### config.mk
export PLATFORM = sky130hd
export DESIGN_NAME = pool_stride_sel_flat
export DESIGN_NICKNAME = d
export VERILOG_FILES = /design/src/rtl/pool_stride_sel_if.sv /design/src/rtl/pool_stride_sel.sv /design/src/flat_wrapper.sv
export SDC_FILE = /design/constraint.sdc
export NUM_CORES = 1
export LEC_CHECK = 0
export CAP_MARGIN = 20
export CORE_MARGIN = 4
export CORE_UTILIZATION = 46
export DETAILED_ROUTE_END_ITERATION = 8
export HOLD_SLACK_MARGIN = 0.02
export PLACE_DENSITY_LB_ADDON = 0.2
export SLEW_MARGIN = 20
export SYNTH_ARGS = -nofsm -noshare
export SYNTH_HDL_FRONTEND = slang
export SYNTH_SLANG_ARGS = --single-unit
### constraint.sdc
create_clock -name clk -period 3 [get_ports clk]
set_clock_uncertainty 0.05 [all_clocks]
set_input_delay 0.45 -clock clk [delete_from_list [all_inputs] [get_ports clk]]
set_output_delay 0.45 -clock clk [all_outputs]
set_load 0.05 [all_outputs]
### src/rtl/pool_stride_sel_if.sv
// Stream bundle between the max-pool stage, the stride selector and the
// next layer's row buffer.
interface pool_stride_sel_if #(
  parameter int ch_out = 128
);
  logic              frame_start;
  logic              stream_in_en;
  logic [ch_out-1:0] pool_in;
  logic [ch_out-1:0] stream_out;
  logic              stream_out_en;
  logic              frame_end;

  // Handshake: no backpressure. stream_in_en accepts a pixel in the cycle it is
  // high; stream_out is valid exactly in cycles where stream_out_en is high and
  // the consumer must take it then. frame_end only ever rides on a strobe.
  modport master (
    output frame_start,
    output stream_in_en,
    output pool_in,
    input  stream_out,
    input  stream_out_en,
    input  frame_end
  );

  modport slave (
    input  frame_start,
    input  stream_in_en,
    input  pool_in,
    output stream_out,
    output stream_out_en,
    output frame_end
  );
endinterface

### src/rtl/pool_stride_sel.sv
// Keeps only max-pool outputs that close a full non-overlapping window, with the
// window-complete flag delayed to line up with the max-pool latency.
module pool_stride_sel #(
  parameter int ch_out      = 128,
  parameter int k_s_maxpool = 2,
  parameter int w_in        = 32,
  parameter int h_in        = 32,
  parameter int in_lat      = 1
) (
  input  logic               clk,
  input  logic               reset,
  pool_stride_sel_if.slave   bus
);

  localparam int col_w = (w_in > 1) ? $clog2(w_in) : 1;
  localparam int row_w = (h_in > 1) ? $clog2(h_in) : 1;
  localparam int k_w   = (k_s_maxpool > 1) ? $clog2(k_s_maxpool) : 1;
  localparam int n_out = (w_in / k_s_maxpool) * (h_in / k_s_maxpool);
  localparam int oc_w  = (n_out > 1) ? $clog2(n_out) : 1;

  localparam logic [col_w-1:0] col_last = col_w'(w_in - 1);
  localparam logic [row_w-1:0] row_last = row_w'(h_in - 1);
  localparam logic [k_w-1:0]   k_last   = k_w'(k_s_maxpool - 1);
  localparam logic [oc_w-1:0]  oc_last  = oc_w'(n_out - 1);

  logic              frame_start;
  logic              stream_in_en;
  logic [ch_out-1:0] pool_in;

  assign frame_start  = bus.frame_start;
  assign stream_in_en = bus.stream_in_en;
  assign pool_in      = bus.pool_in;

  logic [col_w-1:0]  col_q, col_d, col_b;
  logic [row_w-1:0]  row_q, row_d, row_b;
  logic [k_w-1:0]    kc_q, kc_d, kc_b;
  logic [k_w-1:0]    kr_q, kr_d, kr_b;
  logic [oc_w-1:0]   oc_q, oc_d;
  logic [ch_out-1:0] stream_out_q, stream_out_d;
  logic              stream_out_en_q, stream_out_en_d;
  logic              frame_end_q, frame_end_d;
  logic              hit;
  logic              hit_d;

  // frame_start rebases the raster to (0,0) before the current pixel is counted.
  always_comb begin
    col_b = frame_start ? '0 : col_q;
    row_b = frame_start ? '0 : row_q;
    kc_b  = frame_start ? '0 : kc_q;
    kr_b  = frame_start ? '0 : kr_q;
    col_d = col_b;
    row_d = row_b;
    kc_d  = kc_b;
    kr_d  = kr_b;
    hit   = stream_in_en && (kc_b == k_last) && (kr_b == k_last);
    if (stream_in_en) begin
      if (col_b == col_last) begin
        col_d = '0;
        kc_d  = '0;
        if (row_b == row_last) begin
          row_d = '0;
          kr_d  = '0;
        end else begin
          row_d = row_b + row_w'(1);
          kr_d  = (kr_b == k_last) ? '0 : kr_b + k_w'(1);
        end
      end else begin
        col_d = col_b + col_w'(1);
        kc_d  = (kc_b == k_last) ? '0 : kc_b + k_w'(1);
      end
    end
  end

  generate
    if (in_lat == 0) begin : g_no_lat
      assign hit_d = hit;
    end else begin : g_lat
      logic [in_lat-1:0] dl_q, dl_d;

      // A pixel accepted together with frame_start survives the flush.
      always_comb begin
        dl_d = dl_q << 1;
        if (frame_start) dl_d = '0;
        dl_d[0] = hit;
      end

      always_ff @(posedge clk or negedge reset) begin
        if (!reset) dl_q <= '0;
        else        dl_q <= dl_d;
      end

      assign hit_d = dl_q[in_lat-1];
    end
  endgenerate

  always_comb begin
    stream_out_d    = stream_out_q;
    stream_out_en_d = 1'b0;
    frame_end_d     = 1'b0;
    oc_d            = oc_q;
    if (frame_start) begin
      oc_d = '0;
    end else if (hit_d) begin
      stream_out_d    = pool_in;
      stream_out_en_d = 1'b1;
      frame_end_d     = (oc_q == oc_last);
      oc_d            = (oc_q == oc_last) ? '0 : oc_q + oc_w'(1);
    end
  end

  always_ff @(posedge clk or negedge reset) begin
    if (!reset) begin
      col_q           <= '0;
      row_q           <= '0;
      kc_q            <= '0;
      kr_q            <= '0;
      oc_q            <= '0;
      stream_out_q    <= '0;
      stream_out_en_q <= 1'b0;
      frame_end_q     <= 1'b0;
    end else begin
      col_q           <= col_d;
      row_q           <= row_d;
      kc_q            <= kc_d;
      kr_q            <= kr_d;
      oc_q            <= oc_d;
      stream_out_q    <= stream_out_d;
      stream_out_en_q <= stream_out_en_d;
      frame_end_q     <= frame_end_d;
    end
  end

  assign bus.stream_out    = stream_out_q;
  assign bus.stream_out_en = stream_out_en_q;
  assign bus.frame_end     = frame_end_q;

endmodule

### src/flat_wrapper.sv
// flat-port wrapper written by rule: the top's interface ports become plain ports
module pool_stride_sel_flat 
#(
  parameter int ch_out      = 128,
  parameter int k_s_maxpool = 2,
  parameter int w_in        = 32,
  parameter int h_in        = 32,
  parameter int in_lat      = 1
)
  (clk, reset, bus_frame_start, bus_stream_in_en, bus_pool_in, bus_stream_out, bus_stream_out_en, bus_frame_end);
  pool_stride_sel_if #(.ch_out(ch_out)) bus_i ();
  input  logic clk;
  input  logic reset;
  input wire logic [$bits(bus_i.frame_start)-1:0] bus_frame_start;
  input wire logic [$bits(bus_i.stream_in_en)-1:0] bus_stream_in_en;
  input wire logic [$bits(bus_i.pool_in)-1:0] bus_pool_in;
  output wire logic [$bits(bus_i.stream_out)-1:0] bus_stream_out;
  output wire logic [$bits(bus_i.stream_out_en)-1:0] bus_stream_out_en;
  output wire logic [$bits(bus_i.frame_end)-1:0] bus_frame_end;
  assign bus_i.frame_start = bus_frame_start;
  assign bus_i.stream_in_en = bus_stream_in_en;
  assign bus_i.pool_in = bus_pool_in;
  assign bus_stream_out = bus_i.stream_out;
  assign bus_stream_out_en = bus_i.stream_out_en;
  assign bus_frame_end = bus_i.frame_end;
  pool_stride_sel #(.ch_out(ch_out), .k_s_maxpool(k_s_maxpool), .w_in(w_in), .h_in(h_in), .in_lat(in_lat)) u_core (.clk(clk), .reset(reset), .bus(bus_i));
endmodule
==> impl_metrics.json <==
{
  "synth_largest_area_cell": "dfrtp_1",
  "fp.dieW_um": 123,
  "hpwl_mm": 11.5,
  "cts_tree": "yes",
  "dr.first_iter.drc_count": 145,
  "critPathMaxFanout": 6,
  "routed.top_layer": "met4",
  "cp.required_ns": 3.24,
  "maxCapViolations": 0,
  "synth_edf_count": 0,
  "synth_ff_type": "dfrtp_1",
  "cts_buffers": 17,
  "p_leak_nw": 4.14,
  "status": "complete, no violations",
  "fp.coreArea_um2": 12800,
  "powerDensity_nw_per_um2": 558,
  "met2_wirelength_mm": 7.92,
  "m1WireLength_mm": 5.63,
  "die_y_um": 123,
  "r2r_setup_slack_ns": 0.93,
  "yosysTopAreaCellShare_pct": 62.5,
  "multi_input_area_um2": 2090,
  "fillers": 831,
  "reg2reg_depth": 6,
  "die_area_um2": 15100,
  "hold_depth": 1,
  "syn_inst": 381,
  "hold-worst-slack_ns": 0.440,
  "nets": 786,
  "hold_end": "u_core.bus.stream_out[67]",
  "wire_per_inst_um": 18.5,
  "netlist_area_um2": 6050,
  "insertion_delay_ns": 0.41,
  "crit_path_frequent_cell": "ha_1",
  "max_freq_ghz": 0.449,
  "stdcell_area_um2": 9410,
  "route.met3.wl_mm": 1.41,
  "fin_crit_sh_pct": 74.3,
  "crit_type": "in -> reg",
  "yosysMostFrequentCell": "dfrtp_1",
  "critPathLaunchType": "input port",
  "synth.distinct_cells": 35,
  "crit_path_end_kind": "flop",
  "syn_nets": 518,
  "rsz0062_at_grt": "false",
  "drt_pass1_iterations": 4,
  "setup_tns_ns": 0,
  "reg2reg_to": "u_core.kr_q",
  "yosys-top-cells-count": "151 x dfrtp_1, 114 x mux2_2, 19 x mux2_4",
  "vias": 4062,
  "cts.sinks": 151,
  "avgViaCountPerCell": 4.88,
  "min_path_type": "reg -> reg",
  "gp_congestion": 0.782,
  "start_util_pct": 47.4,
  "hold_path.startpoint": "u_core.bus.stream_out[67]",
  "root_buffer": "clkbuf_16",
  "synth.avg_cell_area_um2": 15.9,
  "clk_pin_slew_ns": 0.05,
  "cp_top_family": "simple AND/OR/NAND/NOR gates",
  "route.detailed.drc": 0,
  "min_period_ns": 2.23,
  "async_flop_share_pct": 100,
  "crit_slowest_cell": "clkdlybuf4s50_1",
  "grt_pass1_wl_mm": 23.5,
  "antenna_found_initial": 0,
  "slew_headroom_pct": 56.1,
  "slew_viol_final": 0,
  "grt_max_degree": 73,
  "yosys_register_bits": 151,
  "grt.total_usage_pct": 20.6,
  "hold_buffers": 1,
  "hold_viol_final": 0,
  "worst_slack_ns": 0.771,
  "postCtsResizedCells": 0,
  "slowest_delay_ns": 0.47,
  "worstPathArrival_ns": 2.47,
  "dp_slack_ns": 0.395,
  "rr_startpoint": "u_core.col_q[0]",
  "tightestPinTransition_ns": 0.659,
  "gr-total-overflow": 0,
  "pin_count": 262,
  "layout.area.seq_um2": 3780,
  "h-tree-depth": 4,
  "syn2layout_area_growth_pct": 55.6,
  "crit_chain": "clkdlybuf4s50_1 -> nor2b_1 -> ha_1 -> and3_1 -> ha_1 -> and2_1 -> mux2_2",
  "io_buffers": 261,
  "fp-row-count": 41,
  "post_cts_buffers": 0,
  "ctsLongestPathBuffers": 2,
  "setup_viol": 0,
  "insertedDiodeCount": 0,
  "place_area_um2": 8780,
  "cp_num_buf_inv": 1,
  "ys_warn_count": 0,
  "ant_nets": 0,
  "ir_drop_mv": 0.374,
  "ys_seq_area_share_pct": 62.5,
  "grt_pass1_vias": 4422,
  "synthTopCellsByArea": "dfrtp_1 62%, mux2_2 21%, mux2_4 4.7%, buf_6 2.6%, ha_1 1.0%",
  "wl_mm": 15.4,
  "layout-drive-gt1-share_pct": 26.2
}
## area by class of cell
cell class                      instances  area share, %
Timing Repair Buffer                  268           28.8
Multi-Input combinational cell        210           22.2
Sequential cell                       151           40.1
Tap cell                              172           2.29
Inverter                                1         0.0399
Clock buffer                           22           5.04
Clock inverter                          9           1.57
## worst max-delay path by stage
stage	start	to	slack (ns)	cells after the start
6_report	bus_frame_start	u_core.kr_q	0.77	7
5_1_grt	bus_frame_start	u_core.kr_q	0.70	7
4_1_cts	bus_frame_start	u_core.kr_q	0.81	7
3_5_place_dp	bus_frame_start	u_core.row_q[4]	0.40	7
3_3_place_gp	bus_frame_start	u_core.kr_q	0.49	7
2_1_floorplan	bus_frame_start	u_core.kr_q	0.83	8
## layout by cell type (no fill, tap or decap), types with 5 or more instances in the layout
cell               n
nand2_1            9
nand3_1            5
mux2_2           114
mux2_4            19
nor2b_1           10
clkdlybuf4s50_1  260
dfrtp_1          151
clkbuf_16         17
nor2_1             7
ha_1               5
## flip-flops by register name (all words and copies together), names as in the netlist
register	count
u_core.bus.stream_out_en	1
u_core.kr_q	1
u_core.row_q	5
u_core.bus.stream_out	128
u_core.bus.frame_end	1
u_core.col_q	5
u_core.g_lat.dl_q	1
u_core.kc_q	1
u_core.oc_q	8
## metal layers
layer	global-route usage, %	vias up
met5	0	-
met4	9.17	0
met3	7.79	31
met2	35.5	171
met1	22.7	1975
li1	-	1885
## report_power, final
group          internal (W)  switching, W  leakage, nW  total [W]
clock               0.00145      0.000772        0.306    0.00222
sequential          0.00214     0.0000517         1.96    0.00219
combinational      0.000379      0.000468         1.87   0.000847
total               0.00396       0.00129         4.14    0.00525
## kinds of logic (layout without fill, tap and decap cells)
logic type      after synthesis  after routing  share of synthesized area [%]
mux                         138            138                           26.8
flops                       151            151                           62.5
simple gates                 48             48                           4.45
buf+inv                      20            300                           3.06
fa+ha+maj                     5              5                           1.03
compound gates               15             15                           1.63
xor+xnor                      4              4                          0.579
## stage by stage
step	power (W)	util (%)	std cells
floorplan	0.00264	-	381
global route	0.00545	73.7	833
finish	0.00525	73.7	833
detailed placement	0.00308	68.7	801
CTS	0.00531	73.7	833
global placement	0.00306	68.7	801
No activity file was read; power rests on OpenSTA's default activity.
